`src/rtl/axi4_mem_guard.sv`:
```
// axi4_mem_guard
//   AXI4 address-window guard in front of the memory address translator.
//   Bursts whose start address lies in [C_MEM_START_ADDR, C_MEM_START_ADDR+C_MEM_SIZE)
//   are forwarded with zero latency. All other bursts are terminated locally
//   with DECERR, so stray accesses never reach the memory controller.
// Ports:
//   clk, reset     : rising-edge clock, synchronous active-high reset
//   s_axi4_*       : upstream AXI4 slave port (from CPU)
//   m_axi4_*       : downstream AXI4 master port (to address translator)
module axi4_mem_guard #(
  parameter logic [33:0] C_MEM_START_ADDR  = 34'h80000000,
  parameter logic [33:0] C_MEM_SIZE        = 34'h40000000,
  parameter int          C_ID_BITS         = 4,
  parameter int          C_MAX_OUTSTANDING = 16
) (
  input  logic                 clk,
  input  logic                 reset,
  // upstream AW
  input  logic                 s_axi4_aw_valid,
  output logic                 s_axi4_aw_ready,
  input  logic [C_ID_BITS-1:0] s_axi4_aw_id,
  input  logic [33:0]          s_axi4_aw_addr,
  input  logic [7:0]           s_axi4_aw_len,
  input  logic [2:0]           s_axi4_aw_size,
  input  logic [1:0]           s_axi4_aw_burst,
  input  logic                 s_axi4_aw_lock,
  input  logic [3:0]           s_axi4_aw_cache,
  input  logic [2:0]           s_axi4_aw_prot,
  input  logic [3:0]           s_axi4_aw_qos,
  // upstream W
  input  logic                 s_axi4_w_valid,
  output logic                 s_axi4_w_ready,
  input  logic [63:0]          s_axi4_w_data,
  input  logic [7:0]           s_axi4_w_strb,
  input  logic                 s_axi4_w_last,
  // upstream B
  output logic                 s_axi4_b_valid,
  input  logic                 s_axi4_b_ready,
  output logic [C_ID_BITS-1:0] s_axi4_b_id,
  output logic [1:0]           s_axi4_b_resp,
  // upstream AR
  input  logic                 s_axi4_ar_valid,
  output logic                 s_axi4_ar_ready,
  input  logic [C_ID_BITS-1:0] s_axi4_ar_id,
  input  logic [33:0]          s_axi4_ar_addr,
  input  logic [7:0]           s_axi4_ar_len,
  input  logic [2:0]           s_axi4_ar_size,
  input  logic [1:0]           s_axi4_ar_burst,
  input  logic                 s_axi4_ar_lock,
  input  logic [3:0]           s_axi4_ar_cache,
  input  logic [2:0]           s_axi4_ar_prot,
  input  logic [3:0]           s_axi4_ar_qos,
  // upstream R
  output logic                 s_axi4_r_valid,
  input  logic                 s_axi4_r_ready,
  output logic [C_ID_BITS-1:0] s_axi4_r_id,
  output logic [63:0]          s_axi4_r_data,
  output logic [1:0]           s_axi4_r_resp,
  output logic                 s_axi4_r_last,
  // downstream AW
  output logic                 m_axi4_aw_valid,
  input  logic                 m_axi4_aw_ready,
  output logic [C_ID_BITS-1:0] m_axi4_aw_id,
  output logic [33:0]          m_axi4_aw_addr,
  output logic [7:0]           m_axi4_aw_len,
  output logic [2:0]           m_axi4_aw_size,
  output logic [1:0]           m_axi4_aw_burst,
  output logic                 m_axi4_aw_lock,
  output logic [3:0]           m_axi4_aw_cache,
  output logic [2:0]           m_axi4_aw_prot,
  output logic [3:0]           m_axi4_aw_qos,
  // downstream W
  output logic                 m_axi4_w_valid,
  input  logic                 m_axi4_w_ready,
  output logic [63:0]          m_axi4_w_data,
  output logic [7:0]           m_axi4_w_strb,
  output logic                 m_axi4_w_last,
  // downstream B
  input  logic                 m_axi4_b_valid,
  output logic                 m_axi4_b_ready,
  input  logic [C_ID_BITS-1:0] m_axi4_b_id,
  input  logic [1:0]           m_axi4_b_resp,
  // downstream AR
  output logic                 m_axi4_ar_valid,
  input  logic                 m_axi4_ar_ready,
  output logic [C_ID_BITS-1:0] m_axi4_ar_id,
  output logic [33:0]          m_axi4_ar_addr,
  output logic [7:0]           m_axi4_ar_len,
  output logic [2:0]           m_axi4_ar_size,
  output logic [1:0]           m_axi4_ar_burst,
  output logic                 m_axi4_ar_lock,
  output logic [3:0]           m_axi4_ar_cache,
  output logic [2:0]           m_axi4_ar_prot,
  output logic [3:0]           m_axi4_ar_qos,
  // downstream R
  input  logic                 m_axi4_r_valid,
  output logic                 m_axi4_r_ready,
  input  logic [C_ID_BITS-1:0] m_axi4_r_id,
  input  logic [63:0]          m_axi4_r_data,
  input  logic [1:0]           m_axi4_r_resp,
  input  logic                 m_axi4_r_last
);

  localparam int            CW      = $clog2(C_MAX_OUTSTANDING + 1);
  localparam logic [CW-1:0] MAX_OUT = CW'(C_MAX_OUTSTANDING);

  typedef enum logic [1:0] {W_IDLE, W_ERR_DATA, W_ERR_RESP} w_state_t;
  typedef enum logic       {R_IDLE, R_ERR} r_state_t;

  w_state_t w_state, w_state_d;
  r_state_t r_state, r_state_d;

  logic [CW-1:0]        aw_out, w_pend, ar_out;
  logic [C_ID_BITS-1:0] b_id_q, r_id_q;
  logic [7:0]           r_len_q, r_beat;

  // Subtraction is modulo 2^34; the >= guard keeps it from wrapping into range.
  function automatic logic in_win(input logic [33:0] a);
    return (a >= C_MEM_START_ADDR) && ((a - C_MEM_START_ADDR) < C_MEM_SIZE);
  endfunction

  wire aw_hit = in_win(s_axi4_aw_addr);
  wire ar_hit = in_win(s_axi4_ar_addr);

  // Non-handshake fields pass straight through.
  assign m_axi4_aw_id    = s_axi4_aw_id;
  assign m_axi4_aw_addr  = s_axi4_aw_addr;
  assign m_axi4_aw_len   = s_axi4_aw_len;
  assign m_axi4_aw_size  = s_axi4_aw_size;
  assign m_axi4_aw_burst = s_axi4_aw_burst;
  assign m_axi4_aw_lock  = s_axi4_aw_lock;
  assign m_axi4_aw_cache = s_axi4_aw_cache;
  assign m_axi4_aw_prot  = s_axi4_aw_prot;
  assign m_axi4_aw_qos   = s_axi4_aw_qos;
  assign m_axi4_w_data   = s_axi4_w_data;
  assign m_axi4_w_strb   = s_axi4_w_strb;
  assign m_axi4_w_last   = s_axi4_w_last;
  assign m_axi4_ar_id    = s_axi4_ar_id;
  assign m_axi4_ar_addr  = s_axi4_ar_addr;
  assign m_axi4_ar_len   = s_axi4_ar_len;
  assign m_axi4_ar_size  = s_axi4_ar_size;
  assign m_axi4_ar_burst = s_axi4_ar_burst;
  assign m_axi4_ar_lock  = s_axi4_ar_lock;
  assign m_axi4_ar_cache = s_axi4_ar_cache;
  assign m_axi4_ar_prot  = s_axi4_ar_prot;
  assign m_axi4_ar_qos   = s_axi4_ar_qos;

  wire m_aw_hs     = m_axi4_aw_valid && m_axi4_aw_ready;
  wire m_w_last_hs = m_axi4_w_valid && m_axi4_w_ready && s_axi4_w_last;
  wire m_b_hs      = m_axi4_b_valid && m_axi4_b_ready;
  wire m_ar_hs     = m_axi4_ar_valid && m_axi4_ar_ready;
  wire m_r_last_hs = m_axi4_r_valid && m_axi4_r_ready && m_axi4_r_last;
  wire aw_err_hs   = (w_state == W_IDLE) && s_axi4_aw_valid && s_axi4_aw_ready && !aw_hit;
  wire ar_err_hs   = (r_state == R_IDLE) && s_axi4_ar_valid && s_axi4_ar_ready && !ar_hit;
  wire r_err_hs    = (r_state == R_ERR) && s_axi4_r_ready;

  // Write path
  always_comb begin
    w_state_d       = w_state;
    s_axi4_aw_ready = 1'b0;
    m_axi4_aw_valid = 1'b0;
    s_axi4_w_ready  = 1'b0;
    m_axi4_w_valid  = 1'b0;
    s_axi4_b_valid  = m_axi4_b_valid;
    s_axi4_b_id     = m_axi4_b_id;
    s_axi4_b_resp   = m_axi4_b_resp;
    m_axi4_b_ready  = s_axi4_b_ready;
    case (w_state)
      W_IDLE: if (s_axi4_aw_valid) begin
        if (aw_hit) begin
          m_axi4_aw_valid = (aw_out != MAX_OUT);
          s_axi4_aw_ready = m_axi4_aw_ready && (aw_out != MAX_OUT);
        end else begin
          // Wait for forwarded writes to drain so the local B cannot collide.
          s_axi4_aw_ready = (aw_out == '0);
          if (aw_out == '0) w_state_d = W_ERR_DATA;
        end
      end
      W_ERR_DATA: begin
        s_axi4_w_ready = 1'b1;
        if (s_axi4_w_valid && s_axi4_w_last) w_state_d = W_ERR_RESP;
      end
      W_ERR_RESP: begin
        s_axi4_b_valid = 1'b1;
        s_axi4_b_id    = b_id_q;
        s_axi4_b_resp  = 2'b11;
        m_axi4_b_ready = 1'b0;
        if (s_axi4_b_ready) w_state_d = W_IDLE;
      end
      default: w_state_d = W_IDLE;
    endcase
    if (w_pend != '0 && w_state != W_ERR_DATA) begin
      m_axi4_w_valid = s_axi4_w_valid;
      s_axi4_w_ready = m_axi4_w_ready;
    end
  end

  // Read path
  always_comb begin
    r_state_d       = r_state;
    s_axi4_ar_ready = 1'b0;
    m_axi4_ar_valid = 1'b0;
    s_axi4_r_valid  = m_axi4_r_valid;
    s_axi4_r_id     = m_axi4_r_id;
    s_axi4_r_data   = m_axi4_r_data;
    s_axi4_r_resp   = m_axi4_r_resp;
    s_axi4_r_last   = m_axi4_r_last;
    m_axi4_r_ready  = s_axi4_r_ready;
    case (r_state)
      R_IDLE: if (s_axi4_ar_valid) begin
        if (ar_hit) begin
          m_axi4_ar_valid = (ar_out != MAX_OUT);
          s_axi4_ar_ready = m_axi4_ar_ready && (ar_out != MAX_OUT);
        end else begin
          s_axi4_ar_ready = (ar_out == '0);
          if (ar_out == '0) r_state_d = R_ERR;
        end
      end
      R_ERR: begin
        s_axi4_r_valid = 1'b1;
        s_axi4_r_id    = r_id_q;
        s_axi4_r_data  = '0;
        s_axi4_r_resp  = 2'b11;
        s_axi4_r_last  = (r_beat == r_len_q);
        m_axi4_r_ready = 1'b0;
        if (s_axi4_r_ready && r_beat == r_len_q) r_state_d = R_IDLE;
      end
      default: r_state_d = R_IDLE;
    endcase
  end

  always_ff @(posedge clk) begin
    if (reset) begin
      w_state <= W_IDLE;
      r_state <= R_IDLE;
      aw_out  <= '0;
      w_pend  <= '0;
      ar_out  <= '0;
      b_id_q  <= '0;
      r_id_q  <= '0;
      r_len_q <= '0;
      r_beat  <= '0;
    end else begin
      w_state <= w_state_d;
      r_state <= r_state_d;
      case ({m_aw_hs, m_b_hs})
        2'b10:   aw_out <= aw_out + 1'b1;
        2'b01:   aw_out <= aw_out - 1'b1;
        default: ;
      endcase
      case ({m_aw_hs, m_w_last_hs})
        2'b10:   w_pend <= w_pend + 1'b1;
        2'b01:   w_pend <= w_pend - 1'b1;
        default: ;
      endcase
      case ({m_ar_hs, m_r_last_hs})
        2'b10:   ar_out <= ar_out + 1'b1;
        2'b01:   ar_out <= ar_out - 1'b1;
        default: ;
      endcase
      if (aw_err_hs) b_id_q <= s_axi4_aw_id;
      if (ar_err_hs) begin
        r_id_q  <= s_axi4_ar_id;
        r_len_q <= s_axi4_ar_len;
        r_beat  <= '0;
      end else if (r_err_hs) begin
        r_beat  <= r_beat + 1'b1;
      end
    end
  end

endmodule

```
`config.mk`:
```
export PLATFORM = sky130hd
export DESIGN_NAME = axi4_mem_guard
export DESIGN_NICKNAME = d
export VERILOG_FILES = /design/src/rtl/axi4_mem_guard.sv
export SDC_FILE = /design/constraint.sdc
export NUM_CORES = 1
export LEC_CHECK = 0
export CORE_AREA = 2 2 223 225
export CTS_BUF_LIST = sky130_fd_sc_hd__clkbuf_2 sky130_fd_sc_hd__clkbuf_4 sky130_fd_sc_hd__clkbuf_8
export CTS_CLUSTER_DIAMETER = 120
export CTS_CLUSTER_SIZE = 14
export DETAILED_ROUTE_END_ITERATION = 8
export DIE_AREA = 0 0 225 227
export PLACE_DENSITY_LB_ADDON = 0.12
export SETUP_SLACK_MARGIN = 0.02
export SLEW_MARGIN = 0
export SYNTH_ARGS = -nofsm -noshare
export SYNTH_HDL_FRONTEND = slang
export SYNTH_SLANG_ARGS = --single-unit
```
`constraint.sdc`:
```
create_clock -name clk -period 3.68 [get_ports clk]
set_input_delay 0.736 -clock clk [delete_from_list [all_inputs] [get_ports clk]]
set_output_delay 0.736 -clock clk [all_outputs]
set_load 0.1 [all_outputs]
```
Yosys cells after proc, flatten, opt, wreduce, memory -nomap -nowiden
Cells that the tools add are included.
W data, S select, Z words.
- $add $sub $neg: 9
- $lt $le $gt $ge: 4
- equality and inequality tests: 17
- mux-type cells: 39
- bitwise operators: 1
- reductions and logical operators: 32
- operator list (operator ; number):
    $ge A34 B32 Y1 const B ; 2
    $lt A34 B31 Y1 const B ; 2
    $sub A34 B32 Y34 const B ; 2
    $mux W64 ; 1
    $pmux W5 S2 ; 3
    $mux W1 ; 24
    $logic_and A1 B1 Y1 ; 21
    $add A5 B1 Y5 const B ; 3
    $sub A5 B1 Y5 const B ; 3
    $mux W2 ; 7
    $logic_not A5 Y1 ; 2
    $ne A5 B5 Y1 const B ; 2
    $add A8 B1 Y8 const B ; 1
    $eq A2 B1 Y1 const B ; 4
    $eq A2 B2 Y1 const B ; 4
    $eq A8 B8 Y1 ; 1
    $mux W4 ; 2
    $ne A2 B2 Y1 const B ; 4
    $pmux W2 S3 ; 1
    $reduce_bool A2 Y1 ; 3
    $reduce_and A5 Y1 ; 1
    $reduce_bool A5 Y1 ; 1
    $ne A2 B1 Y1 const B ; 2
    $logic_not A1 Y1 ; 2
    other kinds (4) ; 4
- register bits: 42
- input port bits: 288
- output and inout bits: 286
- word-level logic and storage cells: 111

Logic depth before layout (Yosys ltp)
- depth in word-level cells: 9
- gate-level depth with buffers: 12
- depth with buffers taken out: 12

Worst setup path after synthesis
Ideal clock, no wire load.
- path kind: in2reg
- from: input s_axi4_r_ready
- to: register ar_out[4]
- setup time: 0.121 ns
- data arrival time: 3.902 ns
- data required time: 3.559 ns
- setup slack: -0.342 ns
- stages: 9
- path buffers: 0
- cell sequence: nor2b_1 > and3_1 > ha_1 > inv_1 > fa_1 > nand2b_1 > a21oi_1 > mux2i_1 > mux2_2
- word-level cells in the longest chain between the ends: 5
- elaborated cells on any way between the ends: 7
- those cells by class: eq/ne (2); mux (2); reduce/logical (3)
- ends and longest elaborated chain (item ; RTL line ; text):
    from (decl) ; 55 ; input logic s_axi4_r_ready,
    $mux W1 (*) ; 209 ; case (r_state)
    $logic_and A1 B1 Y1 (*) (2 in a row) ; 152 ; wire m_r_last_hs = m_axi4_r_valid && m_axi4_r_ready && m_axi4_r_last;
    $eq A2 B1 Y1 or $eq A2 B2 Y1 (tied branches) ; 256 ; case ({m_ar_hs, m_r_last_hs})
    $pmux W5 S2 or $reduce_bool A2 Y1 (tied branches) ; -- ;
    to (signal assigned) ; 257 ; 2'b10: ar_out <= ar_out + 1'b1;
    to (signal assigned) ; 258 ; 2'b01: ar_out <= ar_out - 1'b1;
    to (decl) ; 113 ; logic [CW-1:0] aw_out, w_pend, ar_out;
Mark *: on every way between the ends. The rest lies on a longest branch, timed or not.
A chain may end at the register's enable or synchronous reset.

Worst setup path after layout
- from: input s_axi4_aw_addr[31]
- to: output s_axi4_aw_ready
- word-level cells in the longest chain between the ends: 6
- elaborated cells on any way between the ends: 7
- those cells by class: add/sub (1); order compare (2); mux (3); reduce/logical (1)
- ends and longest elaborated chain (item ; RTL line ; text):
    from (decl) ; 22 ; input logic [33:0] s_axi4_aw_addr,
    $sub A34 B32 Y34 ; 119 ; return (a >= C_MEM_START_ADDR) && ((a - C_MEM_START_ADDR) < C_MEM_SIZE);
    $lt A34 B31 Y1 ; 119 ;
    $logic_and A1 B1 Y1 (*) ; 119 ;
    $mux W1 (*) ; 170 ; if (aw_hit) begin
    $mux W1 (*) ; 169 ; W_IDLE: if (s_axi4_aw_valid) begin
    $mux W1 (*) ; 168 ; case (w_state)
    to (decl) ; 20 ; output logic s_axi4_aw_ready,
Marks and branches as above.

==> impl_metrics.ini <==
[outcome]
status = complete, no violations

[worst_setup_path]
critPathArrivalTime_ns = 2.66
crit_path_start_kind = primary input
slowest_delay_ns = 0.49
crit_path_end_kind = output pin
crit_chain = clkdlybuf4s50_1 -> inv_1 -> ha_1 -> xor2_1 -> nor3_2 -> buf_4 -> or4_4 -> nand2_1 -> buf_12
cp_slowest_cell = or4_4
crit_required_ns = 2.94
crit_type = in2out
reg2regPathDepth = 10
crit_fanout = 3

[grt]
overflow = 0
grt_max_degree = 71
first_global_vias = 3532
grt_use_total = 0.06102
grt_first_pass_wirelength_um = 23160
antenna_found_initial = 0

[logic_synthesis]
syn-num-nets = 867
synth-seq-cells = 42
synth_edf_count = 0
synth_ff_type = dfxtp_1
synth.avg_cell_area_um2 = 7.976
seq_area_frac_synth = 0.1879
synthArstFlopShare = 0
syn_area_um2 = 4474
yosys_warnings = 0
synth_cells = 561
synth.distinct_cells = 37

[pwr]
p_sw_frac = 0.5844
leakagePower_uw = 0.002376
p_int_uw = 1030
seqPwrFrac = 0.207
combPwrFrac = 0.643
clkPwrFrac = 0.150
p_per_area_nw_per_um2 = 417.9
switching_power_uw = 1449
vdd_drop_max_v = 0.0001462

[finish]
synthToLayoutAreaGrowth_pct = 32.61
drive_gt1_frac = 0.2710
final_nets = 899
utilization = 0.1222

[route]
final_antenna_net_count = 0
dr.pass1.iters = 4
drt_wl_total_um = 16990
dr_wl_met2_um = 8402
drt_iter0_markers = 99
top_layer_used = met5
drt-vias-per-instance = 2.835
wire_per_inst_um = 13.96
dr_wl_met3_um = 1732
num_vias = 3450
routedLengthMet1_um = 6259
drc = 0

[cts]
cts_tree = built
cts-root-buf = clkbuf_8
cts_buffer_depth = 2
cts_buffers = 5
cts-resized-gates = 0
path_clk_slew_ns = 0.11
clkSinkCount = 42
clk_latency_ns = 0.32
post-cts-setup-buffers = 0
cts_hold_buf = 0
cts_max_level = 2

[timing]
post-route-period-util = 0.9229
tns_ns = 0
tightest_slew_ns = 0.7492
period_minus_slack_ns = 3.396
clock.fmax_mhz = 294.5
setup_viol = 0
hold-worst-slack_ns = 0.4783
relSlewSlack = 0.5006
maxSlewViolCount = 0
grt_setup_unrepaired = false
hold_viol_final = 0
clock_skew_ns = 0.01292

[place]
portBuffers = 225
hpwl_um = 14060
gp_congestion = 0.6262

[die]
rows = 81
die_area_um2 = 51080
io-pin-count = 574
initial_core_util = 0.09217
die_y_um = 227
core-area_um2 = 48550
die_w_um = 225

[min_path]
min_path_cells = 2
min_path_type = reg2reg

[job]
maxCapViolations = 0
## metal layers
metal  vias to the layer above  global-route usage
met5                         -            0.005693
met4                         2             0.02863
met3                        63             0.03020
met2                       180             0.09986
met1                      1534             0.06562
li1                       1671                   -
## state kept, by name (all words and copies together) (netlist names)
| name | flops |
|---|---|
| ar_out | 5 |
| r_len_q | 8 |
| r_id_q | 4 |
| r_beat | 8 |
| w_pend | 5 |
| b_id_q | 4 |
| r_state | 1 |
| aw_out | 5 |
| w_state | 2 |
## cells by family (layout without fill, tap and decap cells)
logic type / Yosys count / after routing / synth area share
AO/OA/AOI/OAI: 24 / 24 / 0.03775
XOR/XNOR: 23 / 23 / 0.04502
adder cells (fa/ha/maj): 18 / 18 / 0.05537
buffers and inverters: 228 / 261 / 0.3599
flip-flops: 42 / 42 / 0.1879
multiplexers: 29 / 29 / 0.06767
other: 0 / 1 / 0
AND/OR/NAND/NOR: 197 / 197 / 0.2464
## power groups by stage
stage | combinational, µW | sequential, µW | clock [µW]
final | 1590 | 513 | 372
after global placement | 1620 | 527 | 0
after global routing | 1660 | 521 | 426
after floorplan | 2100 | 512 | 0
after detailed placement | 1620 | 526 | 0
after CTS | 1620 | 516 | 426
## Yosys cell counts (2+ instances only)
library cell | count | area [µm²]
a21o_1 | 3 | 22.52
nand4_1 | 4 | 25.02
nor3_1 | 3 | 15.01
a21oi_1 | 15 | 75.07
clkbuf_1 | 17 | 63.81
nor2_1 | 49 | 183.9
and2_1 | 2 | 12.51
nor4_4 | 2 | 42.54
nor4_1 | 5 | 31.28
and3_1 | 7 | 43.79
mux2_2 | 10 | 112.6
or4_1 | 2 | 15.01
nand2b_1 | 15 | 93.84
buf_4 | 199 | 1494
xnor2_1 | 15 | 131.4
inv_1 | 10 | 37.54
nand2_1 | 22 | 82.58
dfxtp_1 | 42 | 840.8
or3_1 | 3 | 18.77
o31ai_1 | 2 | 15.01
ha_1 | 15 | 187.7
or2_2 | 3 | 18.77
nor4bb_1 | 3 | 30.03
xor2_1 | 8 | 70.07
mux2i_1 | 19 | 190.2
or4_4 | 2 | 22.52
nor2b_1 | 67 | 419.2
fa_1 | 3 | 60.06
nand3_1 | 6 | 30.03
## placed cells by master, fill, tap and decap left out, types with 3 or more instances in the layout
cell type	instances
or3_1	3
nor4_1	5
inv_1	10
buf_12	4
nor4bb_1	3
clkdlybuf4s50_1	112
fa_1	3
xor2_1	8
nand4_1	4
xnor2_1	15
dfxtp_1	41
nor2_1	49
nor2b_1	66
or2_2	3
and3_1	7
inv_6	3
nor3_1	3
a21oi_1	15
nand3_1	6
mux2_2	10
ha_1	15
mux2i_1	19
clkbuf_8	5
nand2_1	22
a21o_1	3
buf_4	126
nand2b_1	15
## path summary, 6_finish.rpt
path / start / to / slack [ns]
worst max register to register: ar_out[0] / ar_out[4] / 0.87
worst min-delay path: b_id_q[1] / b_id_q[1] / 0.48
worst min register to register: b_id_q[1] / b_id_q[1] / 0.48
worst max-delay path: s_axi4_aw_addr[31] / s_axi4_aw_ready / 0.28
## worst max-delay path, delay by kind of cell
family / cells / cell delay [ns]
buf+inv: 4 / 0.86
simple gates: 3 / 0.70
fa+ha+maj: 1 / 0.19
xor+xnor: 1 / 0.17
## area by class of cell
class / instances / area [µm²]
Fill cell: 5573 / 42610
Timing Repair Buffer: 243 / 2152
Multi-Input combinational cell: 291 / 2026
Sequential cell: 42 / 842.1
Tap cell: 622 / 778.2
Clock buffer: 5 / 68.82
Inverter: 10 / 37.54
Clock inverter: 3 / 26.28
Antenna cell: 1 / 2.502
## stage by stage
stage | total power (µW) | cells | setup WS, ns | cell area [µm²]
final | 2480 | 1217 | 0.2839 | 5933
after global placement | 2149 | 1208 | -0.05615 | 5836
after CTS | 2561 | 1216 | 0.2710 | 5931
after global routing | 2612 | 1216 | 0.04138 | 5931
after detailed placement | 2141 | 1208 | -0.06591 | 5836
after floorplan | 2612 | 561 | 0.2250 | 4477
(Power assumes the default switching activity.)
